### src/rtl/seq_ctrl_pkg.sv
// Shared types and default sizing for the sequence-detector test controller.
package seq_ctrl_pkg;

  typedef enum logic [2:0] {
    IDLE  = 3'd0,
    DRST  = 3'd1,
    SHIFT = 3'd2,
    DRAIN = 3'd3,
    DONE  = 3'd4
  } state_t;

  localparam int WIDTH_DEF = 16;
  localparam int CNT_W_DEF = 5;

endpackage

### src/rtl/seq_detect_ctrl_if.sv
// Register/bus-side handshake of the detector test controller.
interface seq_detect_ctrl_if
  import seq_ctrl_pkg::*;
#(
  parameter int WIDTH = WIDTH_DEF,
  parameter int CNT_W = CNT_W_DEF
);
  logic             start;
  logic             abort;
  logic [WIDTH-1:0] data_in;
  logic             busy;
  logic             done;
  logic [WIDTH-1:0] match_map;
  logic [CNT_W-1:0] match_cnt;

  modport master (
    output start, abort, data_in,
    input  busy, done, match_map, match_cnt
  );

  modport slave (
    input  start, abort, data_in,
    output busy, done, match_map, match_cnt
  );
endinterface

### src/rtl/seq_detect_ctrl.sv
// Runs one WIDTH-bit word LSB-first through a bit-serial detector and records
// the detector's Moore response for every bit as a match map and count.
module seq_detect_ctrl
  import seq_ctrl_pkg::*;
#(
  parameter int WIDTH = WIDTH_DEF,
  parameter int CNT_W = CNT_W_DEF
) (
  input  logic                 clk,
  input  logic                 rst,
  seq_detect_ctrl_if.slave     bus,
  output logic                 det_rst,
  output logic                 det_inp,
  input  logic                 det_outp
);

  localparam int IDX_W = (WIDTH > 1) ? $clog2(WIDTH) : 1;
  localparam logic [IDX_W-1:0] IDX_LAST = IDX_W'(WIDTH - 1);

  state_t             state_reg, state_next;
  logic [IDX_W-1:0]   idx_reg, idx_next;
  logic [WIDTH-1:0]   shreg_reg;
  logic [WIDTH-1:0]   map_reg;
  logic [CNT_W-1:0]   cnt_reg;
  logic               busy_reg, done_reg;
  logic               det_rst_reg, det_inp_reg;
  logic               cap_en;
  logic [IDX_W-1:0]   cap_pos;
  logic               accept;

  assign accept = (state_reg == IDLE) && bus.start;

  always_ff @(posedge clk or posedge rst) begin
    if (rst) begin
      state_reg <= IDLE;
      idx_reg   <= '0;
    end else begin
      state_reg <= state_next;
      idx_reg   <= idx_next;
    end
  end

  // Output of bit k is visible one cycle later, so SHIFT idx=k captures bit k-1
  // and DRAIN captures the last bit.
  always_comb begin
    state_next = state_reg;
    idx_next   = idx_reg;
    cap_en     = 1'b0;
    cap_pos    = idx_reg - IDX_W'(1);
    case (state_reg)
      IDLE: begin
        if (bus.start) state_next = DRST;
      end
      DRST: begin
        if (bus.abort) begin
          state_next = IDLE;
        end else begin
          state_next = SHIFT;
          idx_next   = '0;
        end
      end
      SHIFT: begin
        if (bus.abort) begin
          state_next = IDLE;
        end else begin
          cap_en = (idx_reg != '0);
          if (idx_reg == IDX_LAST) state_next = DRAIN;
          else                     idx_next   = idx_reg + IDX_W'(1);
        end
      end
      DRAIN: begin
        if (bus.abort) begin
          state_next = IDLE;
        end else begin
          cap_en     = 1'b1;
          cap_pos    = IDX_LAST;
          state_next = DONE;
        end
      end
      DONE:    state_next = IDLE;
      default: state_next = IDLE;
    endcase
  end

  always_ff @(posedge clk or posedge rst) begin
    if (rst) begin
      shreg_reg   <= '0;
      map_reg     <= '0;
      cnt_reg     <= '0;
      busy_reg    <= 1'b0;
      done_reg    <= 1'b0;
      det_rst_reg <= 1'b1;
      det_inp_reg <= 1'b0;
    end else begin
      if (accept) begin
        shreg_reg <= bus.data_in;
        map_reg   <= '0;
        cnt_reg   <= '0;
      end else if (cap_en) begin
        map_reg[cap_pos] <= det_outp;
        cnt_reg          <= cnt_reg + CNT_W'(det_outp);
      end
      // Outputs are decoded from the next state so they line up with it.
      busy_reg    <= (state_next != IDLE);
      done_reg    <= (state_next == DONE);
      det_rst_reg <= (state_next == IDLE) || (state_next == DRST) || (state_next == DONE);
      det_inp_reg <= (state_next == SHIFT) ? shreg_reg[idx_next] : 1'b0;
    end
  end

  assign bus.busy      = busy_reg;
  assign bus.done      = done_reg;
  assign bus.match_map = map_reg;
  assign bus.match_cnt = cnt_reg;
  assign det_rst       = det_rst_reg;
  assign det_inp       = det_inp_reg;

endmodule

### src/flat_wrapper.sv
// flat-port wrapper written by rule: the top's interface ports become plain ports
module seq_detect_ctrl_flat import seq_ctrl_pkg::*;
#(
  parameter int WIDTH = WIDTH_DEF,
  parameter int CNT_W = CNT_W_DEF
)
  (clk, rst, det_rst, det_inp, det_outp, bus_start, bus_abort, bus_data_in, bus_busy, bus_done, bus_match_map, bus_match_cnt);
  seq_detect_ctrl_if #(.WIDTH(WIDTH), .CNT_W(CNT_W)) bus_i ();
  input  logic clk;
  input  logic rst;
  output logic det_rst;
  output logic det_inp;
  input  logic det_outp;
  input wire logic [$bits(bus_i.start)-1:0] bus_start;
  input wire logic [$bits(bus_i.abort)-1:0] bus_abort;
  input wire logic [$bits(bus_i.data_in)-1:0] bus_data_in;
  output wire logic [$bits(bus_i.busy)-1:0] bus_busy;
  output wire logic [$bits(bus_i.done)-1:0] bus_done;
  output wire logic [$bits(bus_i.match_map)-1:0] bus_match_map;
  output wire logic [$bits(bus_i.match_cnt)-1:0] bus_match_cnt;
  assign bus_i.start = bus_start;
  assign bus_i.abort = bus_abort;
  assign bus_i.data_in = bus_data_in;
  assign bus_busy = bus_i.busy;
  assign bus_done = bus_i.done;
  assign bus_match_map = bus_i.match_map;
  assign bus_match_cnt = bus_i.match_cnt;
  seq_detect_ctrl #(.WIDTH(WIDTH), .CNT_W(CNT_W)) u_core (.clk(clk), .rst(rst), .bus(bus_i), .det_rst(det_rst), .det_inp(det_inp), .det_outp(det_outp));
endmodule
### config.mk
export PLATFORM = sky130hd
export DESIGN_NAME = seq_detect_ctrl_flat
export DESIGN_NICKNAME = d
export VERILOG_FILES = /design/src/rtl/seq_ctrl_pkg.sv /design/src/rtl/seq_detect_ctrl_if.sv /design/src/rtl/seq_detect_ctrl.sv /design/src/flat_wrapper.sv
export SDC_FILE = /design/constraint.sdc
export NUM_CORES = 1
export LEC_CHECK = 0
export ABC_AREA = 1
export CAP_MARGIN = 5
export CORE_MARGIN = 2
export CORE_UTILIZATION = 40
export CTS_CLUSTER_SIZE = 14
export DETAILED_ROUTE_END_ITERATION = 8
export DONT_BUFFER_PORTS = 1
export PLACE_DENSITY_LB_ADDON = 0.3
export SLEW_MARGIN = 20
export SYNTH_ARGS = -nofsm -noshare
export SYNTH_HDL_FRONTEND = slang
export SYNTH_SLANG_ARGS = --single-unit
export TNS_END_PERCENT = 50
### constraint.sdc
create_clock -name clk -period 4.7 [get_ports clk]
set_clock_uncertainty 0.05 [all_clocks]
set_input_delay 0.94 -clock clk [delete_from_list [all_inputs] [get_ports clk]]
set_output_delay 0.94 -clock clk [all_outputs]
set_load 0.005 [all_outputs]
==> results.yml, run 1 <==
detailed_routing:
  top_layer: "met4"
  drt_wl_total_mm: 5.13
  dr.pass1.iters: 4
  drt-wirelength-per-cell_um: 12.5
  first_iter_violations: 154
  ant_nets: 0
  wirelength_met1_mm: 2.54
  vias: 1990
  dr_wl_met2_mm: 2.27
  wl_met3_um: 253
  drc: 0
  avgViaCountPerCell: 4.84
pwr:
  ir_drop_mv: 0.204
  p_comb_share_pct: 30.2
  finalPower_mw: 1.21
  p_sw_uw: 448
  p_int_uw: 759
  power_per_cell_area_mw_per_mm2: 452
  p_clk_share_pct: 24.9
  leakagePower_nw: 1.53
  seq_power_share_pct: 44.9
  switching_share_pct: 37.1
floorplan:
  dieArea_mm2: 0.00689
  die_width_um: 83.0
  core_mm2: 0.00599
  row_count: 28
  start_util_pct: 41.7
  fp.dieH_um: 83.0
  pin_count: 46
global_routing:
  grt_max_degree: 49
  antenna_found_initial: 0
  grt_pass1_wl_mm: 9.05
  grt_pass1_vias: 1857
  grt_overflow_total: 0
  grt_use_total_pct: 15.8
yosys:
  synth.distinct_cells: 28
  synth_warnings: 0
  syn_area_mm2: 0.00250
  ys_seq_area_share_pct: 48.2
  ys_ff_latch: 48
  syn_inst: 334
  synth_fp_nets: 359
  syn_avg_cell_area_um2: 7.47
clock_tree:
  root_buffer: "clkbuf_8"
  cts_sinks: 48
  cts_resized: 0
  numCtsBuffers: 5
  cts_setup_buffers: 0
  cts_max_path_buffers: 2
  worst_skew_pair.late_latency_ns: 0.30
  tritoncts: "yes"
  h-tree-depth: 2
  clkTransAtPathRegs_ns: 0.09
  postCtsHoldBufs: 0
worst_hold_path:
  hp-class: "reg -> reg"
  hp-start: "u_core.shreg_reg[8]"
timing:
  tightest_slew_ns: 0.818
  finalWorstSetupSlack_ns: 2.30
  slew_viol_final: 0
  period_share_pct: 51.0
  rsz0062_at_grt: "false"
  final-hold-violation-count: 0
  slew_headroom_pct: 45.4
  setup_viol: 0
  min_period_ns: 2.40
  tns_ns: 0
  fmax_ghz: 0.417
worst_setup_path:
  path_class: "reg -> reg"
  worst_setup_path_end_kind: "flop"
  cpPeakStageDelay_ns: 0.58
  critPathLaunch: "u_core.state_reg[0]"
  crit_top_cell: "nor2_2"
  worstPathCellList: "nor2_2 -> nand3_2 -> inv_2 -> nor2_2 -> o21ai_0 -> inv_1"
  crit_arrival_ns: 2.54
  path_max_fanout: 37
  r2r_start: "u_core.state_reg[0]"
  crit_required_ns: 4.84
  r2r_slack_ns: 2.30
  cpMaxStageDelayCell: "nand3_2"
  endpoint: "u_core.bus.match_map[14]"
  timing.reg2reg.worst_path_depth: 6
  rr_endpoint: "u_core.bus.match_map[14]"
  cp-start-kind: "flop"
final_layout:
  fin_nets: 360
  n_fill_cell: 635
  antenna_cells: 0
  multi_input_area_mm2: 0.00110
  final_area_mm2: 0.00267
  regArea_mm2: 0.00120
  synthToLayoutAreaGrowth_pct: 6.97
  drive_above_1_share_pct: 9.52
place:
  io_buffers: 0
  dp_hpwl_mm: 3.64
  dpl_cell_area_mm2: 0.00256
  gp_congestion: 0.836
  place_ws_ns: 1.96
run_status:
  status: "finished clean"
run:
  drv_cap: 0
cell usage after synthesis:
master	number	share of area, %
o21ai_2	1	0.35
o21ai_1	9	1.8
buf_2	1	0.20
nor3_1	2	0.40
nand4_1	2	0.50
xor2_1	1	0.35
inv_1	38	5.7
nand3_1	34	6.8
clkbuf_1	3	0.45
nand2_1	132	20
nor2_2	3	0.75
ha_1	4	2.0
a41oi_1	1	0.35
buf_6	1	0.45
nand3_2	1	0.40
inv_2	5	0.75
dfstp_2	1	1.1
o21ai_0	14	2.8
a21oi_1	2	0.40
nor2_1	17	2.6
nand3_4	1	0.70
clkbuf_2	1	0.20
nand2_4	2	0.90
clkinv_1	1	0.15
nor3_2	3	1.2
and3_1	1	0.25
dfrtp_1	47	47
nand2_2	6	1.5
placed cells by master, fill, tap and decap left out, types with 2 or more instances in the layout:
cell type and count:
a21oi_1 2, nand2_4 2, inv_1 37, nor2_1 17, nand2_1 132, nand2_2 6
clkinv_2 2, nand3_1 34, o21ai_1 9, nor3_1 2, dfrtp_1 47, ha_1 4
nand4_1 2, clkbuf_8 5, inv_2 5, nor2_2 3, o21ai_0 14, nor3_2 3
per-stage QoR:
step | hold slack [ns] | cells | utilization, %
after floorplan | 0.399 | 334 | -
after global placement | 0.418 | 403 | 42.7
after detailed placement | 0.421 | 403 | 42.7
after CTS | 0.445 | 411 | 44.5
after global routing | 0.466 | 411 | 44.6
final | 0.436 | 411 | 44.6
worst min path at each step:
stage / to / slack, ns / cells after the start
after floorplan: u_core.shreg_reg[11] / 0.40 / 2
final: u_core.shreg_reg[8] / 0.44 / 2
after global routing: u_core.shreg_reg[6] / 0.47 / 2
after detailed placement: u_core.shreg_reg[6] / 0.42 / 2
after CTS: u_core.shreg_reg[6] / 0.44 / 2
after global placement: u_core.shreg_reg[11] / 0.42 / 2
critical path, delay by kind of cell, from the launching register on:
kind	cells	cell delay, ns
buffers and inverters	2	0.59
AND/OR/NAND/NOR	3	0.97
AO/OA/AOI/OAI	1	0.21
flip-flops	1	0.45
power groups by stage:
stage / registers [mW] / clock network [mW] / logic, mW
after detailed placement: 0.551 / 0 / 0.366
after global placement: 0.549 / 0 / 0.358
after CTS: 0.543 / 0.310 / 0.368
final: 0.543 / 0.300 / 0.365
after global routing: 0.554 / 0.331 / 0.431
after floorplan: 0.528 / 0 / 0.319
per-layer routing:
layer | up-vias | track usage [%]
met2 | 40 | 24.1
met3 | 4 | 3.58
met1 | 905 | 22.3
met4 | 0 | 5.37
li1 | 1041 | -
met5 | - | 0
cell type report:
class / count / share of cell area, %
clock buffers: 5 / 2.58
clock inverters: 3 / 1.59
inverters: 44 / 6.23
multi-input cells: 236 / 41.0
flip-flops and latches: 48 / 45.0
well taps: 75 / 3.51
cell families (layout without fill, tap and decap cells):
logic type / after synthesis / in the layout / synth area share, %
and+or+nand+nor: 204 / 204 / 35.8
buffers and inverters: 50 / 52 / 7.92
DFF: 48 / 48 / 48.2
AOI/OAI and AO/OA: 27 / 27 / 5.71
adders and majority gates: 4 / 4 / 2.01
xor gates and xnor gates: 1 / 1 / 0.351
(Power assumes the default switching activity.)
==> run 2, diff against run 1 <==
==> constraint.sdc (replaced) <==
create_clock -name clk -period 1.9 [get_ports clk]
set_clock_uncertainty 0.05 [all_clocks]
set_input_delay 0.38 -clock clk [delete_from_list [all_inputs] [get_ports clk]]
set_output_delay 0.38 -clock clk [all_outputs]
set_load 0.005 [all_outputs]
==> run 2 against run 1 <==
Net effect:
- routed wire length is 7.4% higher
- sequential share of layout area fell by 3.5 points
- register-to-register slack got worse by 2.2 ns
- critical path depth up 2
- sequential power is 150% higher
- cell count up 4.4%
- power increased to 2.7 times the previous value
- global-route usage is 0.94 points higher
- first-iteration DRC count is 18% lower
- clock power increased by 120%
- worst setup slack worse by 2.2 ns
- critical path type unchanged
- critical endpoint is now u_core.bus.match_map[7]
==> results.yml, run 2 (synthesized netlist as in run 1, its figures left out) <==
final_layout:
  fin_util_pct: 48.5
  final_cells: 429
  layout.cells.most_common: "nand2_1"
  synthToLayoutAreaGrowth_pct: 16.5
  fin_nets: 378
  mostFrequentLayoutCells: "128 x nand2_1, 43 x dfrtp_1, 36 x inv_1"
  multi_input_area_mm2: 0.00121
  regArea_mm2: 0.00121
  n_fill_cell: 588
  antenna_cells: 0
  drive_above_1_share_pct: 19.2
worst_setup_path:
  cp_top_family: "simple AND/OR/NAND/NOR gates"
  cpPeakStageDelay_ns: 0.46
  worst_setup_path_end_kind: "flop"
  cpMaxStageDelayCell: "dfrtp_1"
  crit_required_ns: 2.06
  r2r_start: "u_core.state_reg[1]"
  worstPathCellList: "inv_2 -> nor3_4 -> nand2_2 -> nand2_1 -> and3_1 -> nand2_1 -> o21ai_1 -> inv_1"
  cp-start-kind: "flop"
  crit_arrival_ns: 1.95
  path_buf_inv: 2
  crit_top_cell: "nand2_1"
  path_class: "reg -> reg"
  path_max_fanout: 8
  critPathLaunch: "u_core.state_reg[1]"
detailed_routing:
  vias: 2109
  drc: 0
  ant_nets: 0
  avgViaCountPerCell: 4.92
  first_iter_violations: 126
  drt_wl_total_mm: 5.51
  dr.pass1.iters: 4
  drt-wirelength-per-cell_um: 12.9
timing:
  finalWorstSetupSlack_ns: 0.108
  final-hold-violation-count: 0
  slew_headroom_pct: 73.7
  tightest_slew_ns: 0.394
  fmax_ghz: 0.558
  period_share_pct: 94.3
  rsz0062_at_grt: "true"
  min_period_ns: 1.79
  setup_viol: 0
  slew_viol_final: 0
floorplan:
  core_mm2: 0.00599
  row_count: 28
  start_util_pct: 41.7
  fp.dieH_um: 83.0
  dieArea_mm2: 0.00689
  pin_count: 46
  die_width_um: 83.0
place:
  place_ws_ns: -0.0365
  dp_hpwl_mm: 3.93
  io_buffers: 0
  gp_congestion: 0.913
  dp.cells: 413
clock_tree:
  cts_sinks: 48
  numCtsBuffers: 5
  h-tree-depth: 2
  worst_skew_pair.late_latency_ns: 0.31
  tritoncts: "yes"
  root_buffer: "clkbuf_8"
  cts_max_path_buffers: 2
  clkTransAtPathRegs_ns: 0.09
global_routing:
  globalRouteMet3Util_pct: 4.67
  grt_pass1_vias: 2051
  grt_overflow_total: 0
  use_met1_pct: 22.4
  grt_use_total_pct: 16.8
  grt_pass1_wl_mm: 9.58
  antenna_found_initial: 0
  grt-busiest-layer: "met2"
  met2_usage_pct: 26.5
  grt_max_degree: 20
pwr:
  ir_drop_mv: 0.554
  leakagePower_nw: 1.64
  finalPower_mw: 3.22
  power_per_cell_area_mw_per_mm2: 1110
worst_hold_path:
  hp-start: "bus_data_in[11]"
  hp-class: "in -> reg"
run_status:
  status: "finished clean"
run:
  drv_cap: 0
run 2: changes by cell type in the layout (fill, tap and decap cells not counted), sizes merged:
| cell | previous run | this run |
|---|---|---|
| buf | 0 | 17 |
| clkinvlp | 1 | 2 |
| dlygate4sd3 | 0 | 1 |
| clkinv | 3 | 1 |
| bufinv | 1 | 0 |
| inv | 42 | 43 |
| clkbuf | 5 | 6 |
run 2: path summary, 6_finish.rpt:
| path | to | slack (ns) | cells past startpoint |
|---|---|---|---|
| worst max-delay path | u_core.bus.match_map[7] | 0.11 | 8 |
| worst min-delay path | u_core.shreg_reg[11] | 0.13 | 2 |
| worst max register to register | u_core.bus.match_map[7] | 0.11 | 8 |
| worst min register to register | u_core.shreg_reg[5] | 0.44 | 2 |
| max in group asynchronous | u_core.det_rst | 0.72 | 3 |
| min in group asynchronous | u_core.bus.match_cnt[4] | 0.46 | 2 |
run 2: per-layer routing:
metal | vias to the layer above | part of all wire (%) | wire [µm]
met5 | - | 0 | 0
met4 | 0 | 1.5 | 82
met3 | 6 | 4.8 | 267
met2 | 44 | 46 | 2550
met1 | 983 | 47 | 2620
li1 | 1076 | - | -
run 2: final cells by class:
cell class              instances  share of cell area, %
flip-flops and latches         48                   41.5
multi-input cells             236                   41.5
inverters                      44                   5.68
repair buffers                 18                   4.73
well taps                      75                   3.23
clock buffers                   6                   2.84
clock inverters                 2                  0.516
run 2: through the flow:
stage | setup TNS [ns] | hold slack [ns] | instance area, µm²
finish | 0 | 0.126 | 2910
global route | -0.221 | 0.115 | 2910
CTS | 0 | 0.124 | 2750
detailed placement | -0.0365 | 0.223 | 2630
global placement | 0 | 0.223 | 2630
floorplan | 0 | 0.399 | 2500
run 2: what timing repair did:
action	in CTS	in global routing
hold endpoints to repair	17	0
hold buffers	1	0
setup buffers	0	7
pin swaps	0	3
endpoints found under the setup margin	1	18
resized for setup	2	29
run 2: where the power goes:
part	switching (mW)	internal [mW]
combinational	0.766	0.460
clock	0.359	0.295
sequential	0.136	1.20
==> run 3, diff against run 2 <==
--- a/config.mk
+++ b/config.mk
@@ -13,6 +13,7 @@
 export DETAILED_ROUTE_END_ITERATION = 8
 export DONT_BUFFER_PORTS = 1
 export PLACE_DENSITY_LB_ADDON = 0.3
+export SETUP_SLACK_MARGIN = 0.3
 export SLEW_MARGIN = 20
 export SYNTH_ARGS = -nofsm -noshare
 export SYNTH_HDL_FRONTEND = slang
==> run 3 against run 2 <==
Net effect:
- sequential cell count stayed put
- clock power down 2%
- count of clock-buffer cells in the layout fell by 1
- global-route usage increased by 0.17 points
- power increased by 5.1%
- non-clock buffer count is 2 higher
- utilization is 2.5 points higher
- cell count is 0.47% higher
- critical path type unchanged
- critical endpoint is now u_core.bus.match_map[15]
- largest cell class is now multi-input gates
==> results.yml, run 3 (synthesized netlist as in run 1, its figures left out) <==
floorplan:
  pin_count: 46
  row_count: 28
  start_util_pct: 41.7
  dieArea_mm2: 0.00689
  core_mm2: 0.00599
  die_width_um: 83.0
  fp.dieH_um: 83.0
clock_tree:
  tritoncts: "yes"
  cts_sinks: 48
  cts_max_path_buffers: 2
  h-tree-depth: 2
  root_buffer: "clkbuf_8"
  clkTransAtPathRegs_ns: 0.10
  worst_skew_pair.late_latency_ns: 0.31
  numCtsBuffers: 5
detailed_routing:
  vias: 2162
  ant_nets: 0
  first_iter_violations: 144
  drt_wl_total_mm: 5.88
  avgViaCountPerCell: 5.02
  drt-wirelength-per-cell_um: 13.6
  drc: 0
  dr.pass1.iters: 4
final_layout:
  regArea_mm2: 0.00121
  antenna_cells: 0
  drive_above_1_share_pct: 26.1
  layout.cells.most_common: "nand2_1"
  fin_nets: 380
  multi_input_area_mm2: 0.00132
  synthToLayoutAreaGrowth_pct: 22.6
  fin_util_pct: 51.1
  mostFrequentLayoutCells: "118 x nand2_1, 41 x dfrtp_1, 34 x inv_1"
  n_fill_cell: 574
place:
  gp_congestion: 0.933
  io_buffers: 0
  dp_hpwl_mm: 3.86
worst_setup_path:
  worstPathCellList: "inv_2 -> ha_4 -> inv_4 -> nor2_4 -> nand3_2 -> nand2_8 -> inv_4 -> and3_4 -> nand2_2 -> nand2_1 -> o21ai_1 -> inv_1"
  crit_top_cell: "inv_4"
  rr_endpoint: "u_core.bus.match_map[15]"
  worst_setup_path_end_kind: "flop"
  cpMaxStageDelayCell: "dfrtp_2"
  path_class: "reg -> reg"
  crit_required_ns: 2.06
  crit_arrival_ns: 1.93
  cp-start-kind: "flop"
  path_max_fanout: 5
  cpPeakStageDelay_ns: 0.46
  r2r_start: "u_core.idx_reg[1]"
  r2r_slack_ns: 0.13
  timing.reg2reg.worst_path_depth: 12
timing:
  final-hold-violation-count: 0
  tns_ns: 0
  setup_viol: 0
  min_period_ns: 1.77
  fmax_ghz: 0.566
  rsz0062_at_grt: "true"
  slew_viol_final: 0
  slew_headroom_pct: 52.4
  period_share_pct: 93.1
  tightest_slew_ns: 0.714
global_routing:
  grt_use_total_pct: 17.0
  grt_overflow_total: 0
  grt_pass1_wl_mm: 9.65
  grt_max_degree: 33
  antenna_found_initial: 0
  grt_pass1_vias: 2049
pwr:
  ir_drop_mv: 0.591
  leakagePower_nw: 1.70
  power_per_cell_area_mw_per_mm2: 1110
  finalPower_mw: 3.38
run_status:
  status: "finished clean"
worst_hold_path:
  hp-class: "in -> reg"
  min_to: "u_core.shreg_reg[12]"
  min_delay_path_depth: 2
  hp-start: "bus_data_in[12]"
run:
  drv_cap: 0
## run 3: worst max-delay path: cells and delay by family (launching register included)
kind / cells / cell delay (ns)
compound gates: 1 / 0.08
buf+inv: 4 / 0.24
flops: 1 / 0.46
simple gates: 6 / 0.71
fa+ha+maj: 1 / 0.15
## run 3: final cells by class
| cell class | instances | share of cell area [%] |
|---|---|---|
| multi-input combinational | 236 | 43.2 |
| timing repair buffer | 20 | 5.52 |
| inverter | 44 | 5.73 |
| sequential | 48 | 39.6 |
| tap | 75 | 3.07 |
| clock buffer | 5 | 2.25 |
| clock inverter | 3 | 0.695 |
## run 3: per-stage QoR
step,area (µm²),worst slack [ns],cells,hold slack (ns)
CTS,2880,0.190,425,0.121
global route,3060,0.0259,431,0.125
finish,3060,0.132,431,0.124
floorplan,2540,0.234,334,0.399
detailed placement,2660,0.0641,408,0.220
global placement,2660,0.124,408,0.220
## run 3: worst max-delay path by stage
stage | startpoint | to | slack (ns) | cells after the start
global route | u_core.idx_reg[1] | u_core.bus.match_map[15] | 0.03 | 12
detailed placement | u_core.idx_reg[0] | u_core.det_inp | 0.06 | 13
floorplan | u_core.idx_reg[1] | u_core.det_inp | 0.23 | 13
finish | u_core.idx_reg[1] | u_core.bus.match_map[15] | 0.13 | 12
global placement | u_core.idx_reg[0] | u_core.det_inp | 0.12 | 13
CTS | u_core.idx_reg[1] | u_core.det_inp | 0.19 | 13
## run 3: routing by layer
layer / global-route usage [%] / wire [µm]
met1: 22.2 / 2760
met3: 4.77 / 296
met2: 26.6 / 2690
met5: 0 / 0
met4: 6.71 / 122
## run 3: power breakdown
part	internal [mW]	switching, mW
sequential	1.20	0.135
clock	0.262	0.376
combinational	0.531	0.876
total	2.00	1.39
## run 3: timing repair
| item | in CTS | in global routing |
|---|---|---|
| hold buffers | 1 | 0 |
| pin swaps | 13 | 14 |
| hold endpoints to repair | 16 | 0 |
| gates resized for setup | 23 | 41 |
| endpoints found under the setup margin | 18 | 21 |
| buffers inserted | 8 | 6 |
